### config.mk
export PLATFORM = sky130hd
export DESIGN_NAME = uart_tx_buffered
export DESIGN_NICKNAME = d
export VERILOG_FILES = /design/src/rtl/uart_tx_buffered_pkg.sv /design/src/rtl/uart_tx_fifo.sv /design/src/rtl/uart_tx_buffered.sv
export SDC_FILE = /design/constraint.sdc
export NUM_CORES = 1
export LEC_CHECK = 0
export ABC_AREA = 1
export CORE_MARGIN = 4
export CORE_UTILIZATION = 43
export DETAILED_ROUTE_END_ITERATION = 8
export HOLD_SLACK_MARGIN = 0.02
export RECOVER_POWER = 50
export SLEW_MARGIN = 25
export SYNTH_ARGS = -nofsm -noshare
export SYNTH_HDL_FRONTEND = slang
export SYNTH_HIERARCHICAL = 1
export SYNTH_SLANG_ARGS = --single-unit
### constraint.sdc
create_clock -name clk_50m -period 6.4 [get_ports clk_50m]
set_input_delay 0.64 -clock clk_50m [delete_from_list [all_inputs] [get_ports clk_50m]]
set_output_delay 0.64 -clock clk_50m [all_outputs]
set_load 0.005 [all_outputs]
### src/rtl/uart_tx_buffered_pkg.sv
// uart_tx_buffered_pkg: shared 8N1 frame constants, FSM states and baud divider helper
package uart_tx_buffered_pkg;
  typedef enum logic [1:0] {IDLE, START, DATA, STOP} tx_state_t;
  localparam int DATA_BITS = 8;
  localparam logic START_BIT = 1'b0;
  localparam logic STOP_BIT = 1'b1;
  localparam logic IDLE_LINE = 1'b1;
  function automatic int uart_div(input int clk_hz, input int baud);
    return clk_hz / baud;
  endfunction
endpackage

### src/rtl/uart_tx_fifo.sv
// uart_tx_fifo: synchronous byte FIFO, extra pointer MSB distinguishes full from empty
module uart_tx_fifo #(
  parameter int DEPTH = 4,
  parameter int WIDTH = 8
) (
  input  logic             clk_50m,
  input  logic             reset_b,
  input  logic             push,
  input  logic             pop,
  input  logic [WIDTH-1:0] din,
  output logic [WIDTH-1:0] dout,
  output logic             full,
  output logic             empty
);
  localparam int AW = $clog2(DEPTH);
  logic [AW:0] wr_ptr, rd_ptr;
  logic [WIDTH-1:0] mem [DEPTH];
  logic do_push, do_pop;
  assign empty = wr_ptr == rd_ptr;
  assign full = (wr_ptr[AW] != rd_ptr[AW]) && (wr_ptr[AW-1:0] == rd_ptr[AW-1:0]);
  assign do_push = push && !full;
  assign do_pop = pop && !empty;
  assign dout = mem[rd_ptr[AW-1:0]];
  always_ff @(posedge clk_50m or negedge reset_b) begin
    if (!reset_b) begin
      wr_ptr <= '0;
      rd_ptr <= '0;
    end else begin
      wr_ptr <= do_push ? wr_ptr + 1'b1 : wr_ptr;
      rd_ptr <= do_pop ? rd_ptr + 1'b1 : rd_ptr;
    end
  end
  always_ff @(posedge clk_50m) begin
    if (do_push) mem[wr_ptr[AW-1:0]] <= din;
  end
endmodule

### src/rtl/uart_tx_buffered.sv
// uart_tx_buffered: FIFO-buffered 8N1 UART transmitter with free/interrupt status
module uart_tx_buffered
  import uart_tx_buffered_pkg::*;
#(
  parameter int CLK_HZ = 50_000_000,
  parameter int BAUD = 9600,
  parameter int FIFO_DEPTH = 4
) (
  input  logic       clk_50m,
  input  logic       reset_b,
  input  logic       wr_en,
  input  logic [7:0] wr_data,
  output logic       full,
  output logic       overflow,
  output logic       uart_txd,
  input  logic       tx_interrupt_en,
  input  logic       tx_int_clear,
  output logic       tx_interrupt_status,
  output logic       free
);
  localparam int DIV = uart_div(CLK_HZ, BAUD);
  localparam int CW = $clog2(DIV + 1);
  tx_state_t state, state_nxt;
  logic [CW-1:0] baud_cnt;
  logic [2:0] bit_cnt;
  logic [7:0] shift, fifo_dout;
  logic fifo_empty, push, pop, baud_done, int_set;
  assign push = wr_en && !full;
  assign baud_done = baud_cnt == CW'(DIV - 1);
  assign free = state == IDLE && fifo_empty;
  // Status only sets when the last queued byte finishes, never between back-to-back frames
  assign int_set = state == STOP && baud_done && fifo_empty && tx_interrupt_en;
  uart_tx_fifo #(.DEPTH(FIFO_DEPTH), .WIDTH(8)) u_fifo (
    .clk_50m(clk_50m),
    .reset_b(reset_b),
    .push(push),
    .pop(pop),
    .din(wr_data),
    .dout(fifo_dout),
    .full(full),
    .empty(fifo_empty)
  );
  always_comb begin
    state_nxt = state;
    pop = 1'b0;
    case (state)
      IDLE: begin
        state_nxt = fifo_empty ? IDLE : START;
        pop = !fifo_empty;
      end
      START: state_nxt = baud_done ? DATA : START;
      DATA: state_nxt = (baud_done && bit_cnt == 3'(DATA_BITS - 1)) ? STOP : DATA;
      STOP: begin
        state_nxt = !baud_done ? STOP : fifo_empty ? IDLE : START;
        pop = baud_done && !fifo_empty;
      end
      default: state_nxt = IDLE;
    endcase
  end
  always_ff @(posedge clk_50m or negedge reset_b) begin
    if (!reset_b) begin
      state <= IDLE;
      baud_cnt <= '0;
      bit_cnt <= '0;
      shift <= '0;
      uart_txd <= IDLE_LINE;
      overflow <= 1'b0;
      tx_interrupt_status <= 1'b0;
    end else begin
      state <= state_nxt;
      baud_cnt <= (state == IDLE || baud_done) ? '0 : baud_cnt + 1'b1;
      bit_cnt <= state != DATA ? '0 : bit_cnt + 3'(baud_done);
      shift <= pop ? fifo_dout : (state == DATA && baud_done) ? shift >> 1 : shift;
      uart_txd <= state == START ? START_BIT : state == DATA ? shift[0] : state == STOP ? STOP_BIT : IDLE_LINE;
      overflow <= wr_en && full;
      tx_interrupt_status <= (tx_int_clear || push) ? 1'b0 : int_set ? 1'b1 : tx_interrupt_status;
    end
  end
endmodule

==> flow_summary_export.csv <==
group,metric,value,unit
outcome,outcome,"finished with violations",
outcome,violations,"max-capacitance violations, max-slew violations",
placed_design,port-buffer-count,17,
timing,finalHoldViolations,0,
finish,seq_area,1840,um^2
timing,tightest_slew,1.81,ns
power,ir_drop,0.000216,V
finish,syn2layout_area_growth,12.6,%
finish,mostFrequentLayoutCell,"nand2_1",
timing,maxSlewViolCount,36,
critical_path,critPathKind,"reg -> out",
synthesis,syn_nets,361,
floorplanning,die_area,8870,um^2
critical_path,cp-end-kind,"primary output",
clock_network,cts-root-buf,"clkbuf_8",
global_routing,grt_pass1_vias,2205,
finish,num_antenna_cells,0,
finish,drive_above_1_share,7.18,%
synthesis,syn_area_per_cell,9.53,um^2
critical_path,path_buf_inv,3,
global_routing,grt-ovfl-total,0,
timing,fin_crit_sh,43.1,%
timing,fin_worst_hold_slack,0.478,ns
finish,fill_cells,702,
critical_path,arrival,2.12,ns
clock_network,postCtsSetupRepairBufs,0,
critical_path,cp_slowest_cell,"dfrtp_1",
clock_network,tritoncts.num_buffers,9,
power,leakagePower,0.00164,uW
placed_design,gp_congestion,0.826,
finish,multi_input_area,1140,um^2
timing,finalSetupViolations,0,
floorplanning,rows,31,
detailed_routing,dr.pass1.iters,4,
finish,nets,383,
detailed_routing,initialDrtViolationCount,111,
synthesis,yosys_register_bits,67,
timing,grt_setup_unrepaired,"false",
synthesis,synth_cell_types,27,
critical_path,path_max_fanout,20,
detailed_routing,wl_per_cell,12.8,um
synthesis,syn_area,3190,um^2
flow_run,max_cap_viol_count,1,
floorplanning,io_pins,18,
detailed_routing,drtAntennaViolNets,0,
detailed_routing,vias,2232,
detailed_routing,wl,5.91,mm
global_routing,antenna_found_initial,0,
global_routing,grt_usage,15.5,%
clock_network,cts.path.max_buffers,2,
floorplanning,fp.dieH,94.2,um
critical_path,slowest_delay,0.70,ns
timing,finalClockSkew,0.00705,ns
clock_network,clkLatencyLatePin,0.34,ns
finish,final_core_util,49.6,%
floorplanning,die_w,94.2,um
timing,fin_crit,2.76,ns
clock_network,cts_sinks,67,
synthesis,syn_inst,335,
synthesis,ys_seq_area_share,57.6,%
clock_network,cts_tree,"yes",
timing,slew_headroom,-20.9,%
finish,final_cell_mix,"74 x nand2_1, 43 x nor2_1, 42 x inv_1",
clock_network,path_clk_slew,0.07,ns
min_path,hp-class,"reg -> reg",
timing,fin_tns_setup,0,ns
critical_path,crit_chain,"xnor2_2 > nand3_2 > inv_1 > nand2_1 > inv_1 > clkdlybuf4s50_1",
detailed_routing,vias_per_cell,4.84,
critical_path,start_kind,"flip-flop",
global_routing,grt_first_pass_wirelength,10.1,mm
critical_path,critPathTopFamily,"flip-flops",
critical_path,required,5.76,ns
timing,fmax,0.363,GHz
floorplanning,coreArea,7250,um^2
floorplanning,initial_utilization,44.0,%
critical_path,crit_top_cell,"inv_1",
clock_network,cts_resized,0,
clock_network,hold_buffers,0,
synthesis,yosys_warnings,6,
clock_network,htreeDepth,3,
placed_design,dpl.hpwl,4.41,mm
detailed_routing,drc_errors,0,
power,power_density,390,nW/um^2
global_routing,grt_max_degree,36,
[logic make-up after synthesis]
kind of cell             after synthesis  share of synthesized area [%]
AND/OR/NAND/NOR                      166                           23.4
flip-flops                            67                           57.6
buffers and inverters                 48                           6.43
AO/OA/AOI/OAI                         37                           6.19
adder cells (fa/ha/maj)               13                           5.09
XOR/XNOR                               4                           1.33
[routing by layer]
layer / track usage [%] / wire length (um)
met1: 19.1 / 2670
met2: 23.7 / 2810
met3: 6.09 / 346
met4: 7.34 / 87
met5: 0 / 0
[flip-flops by register name, summed over array words and instances (netlist names)]
signal,cells
u_fifo/rd_ptr,3
overflow,1
shift,8
uart_txd,1
bit_cnt,3
baud_cnt,13
u_fifo/mem,32
tx_interrupt_status,1
u_fifo/wr_ptr,3
state,2
[stage by stage]
stage | cells | power (uW) | worst slack, ns | cell area [um^2]
floorplan | 335 | 1000 | 4.37 | 3190
global placement | 445 | 1110 | 3.92 | 3430
detailed placement | 445 | 1120 | 3.83 | 3430
CTS | 461 | 1430 | 3.59 | 3600
global route | 461 | 1520 | 3.44 | 3600
finish | 461 | 1400 | 3.64 | 3600
[cells in the mapped netlist]
master / count / share of area, %
nand2_1: 74 / 8.7
inv_1: 42 / 4.9
nor2_1: 42 / 4.9
dfrtp_1: 34 / 27
edfxtp_1: 32 / 30
nand3_1: 24 / 3.8
o21ai_0: 22 / 3.4
ha_1: 13 / 5.1
nor3_1: 8 / 1.3
o22ai_1: 8 / 1.6
a21oi_1: 6 / 0.94
nand3b_1: 6 / 1.4
nand2_4: 3 / 1.1
nand3_2: 3 / 0.94
buf_2: 2 / 0.31
buf_4: 2 / 0.47
buf_6: 2 / 0.71
nand2_2: 2 / 0.39
xor2_1: 2 / 0.55
dfstp_2: 1 / 0.82
nor2_2: 1 / 0.20
nor2_4: 1 / 0.35
nor4_1: 1 / 0.20
o21a_1: 1 / 0.24
or2_1: 1 / 0.20
xnor2_1: 1 / 0.27
xnor2_2: 1 / 0.51
[worst reg2reg max path, cell delays in order (launching register included)]
cell	delay (ns)
dfrtp_1	0.51
inv_1	0.20
nand2_1	0.10
nand2_1	0.08
nand3_2	0.16
inv_1	0.09
nor2_1	0.38
nand2_4	0.11
nor2_1	0.57
[cell type report]
type	instances	area share [%]
Multi-Input combinational cell	220	31.8
Timing Repair Buffer	17	4.56
Sequential cell	67	51.1
Clock buffer	10	3.55
Tap cell	99	3.44
Inverter	42	4.38
Clock inverter	6	1.18
[final timing paths]
path	startpoint	to	slack, ns	depth (start not counted)
worst max-delay path	u_fifo/rd_ptr[0]	free	3.64	6
worst min-delay path	baud_cnt[0]	baud_cnt[0]	0.48	1
worst max register to register	u_fifo/rd_ptr[1]	u_fifo/mem[1][0]	3.83	8
worst min register to register	baud_cnt[0]	baud_cnt[0]	0.48	1
max in group asynchronous	reset_b	baud_cnt[9]	4.57	1
min in group asynchronous	reset_b	baud_cnt[10]	0.78	1
[power by group]
group	leakage [uW]	internal [uW]	switching [uW]
Sequential	0.000746	568	77.5
Clock	0.0000822	140	162
Combinational	0.000812	169	286
No activity file was read; power rests on OpenSTA's default activity.
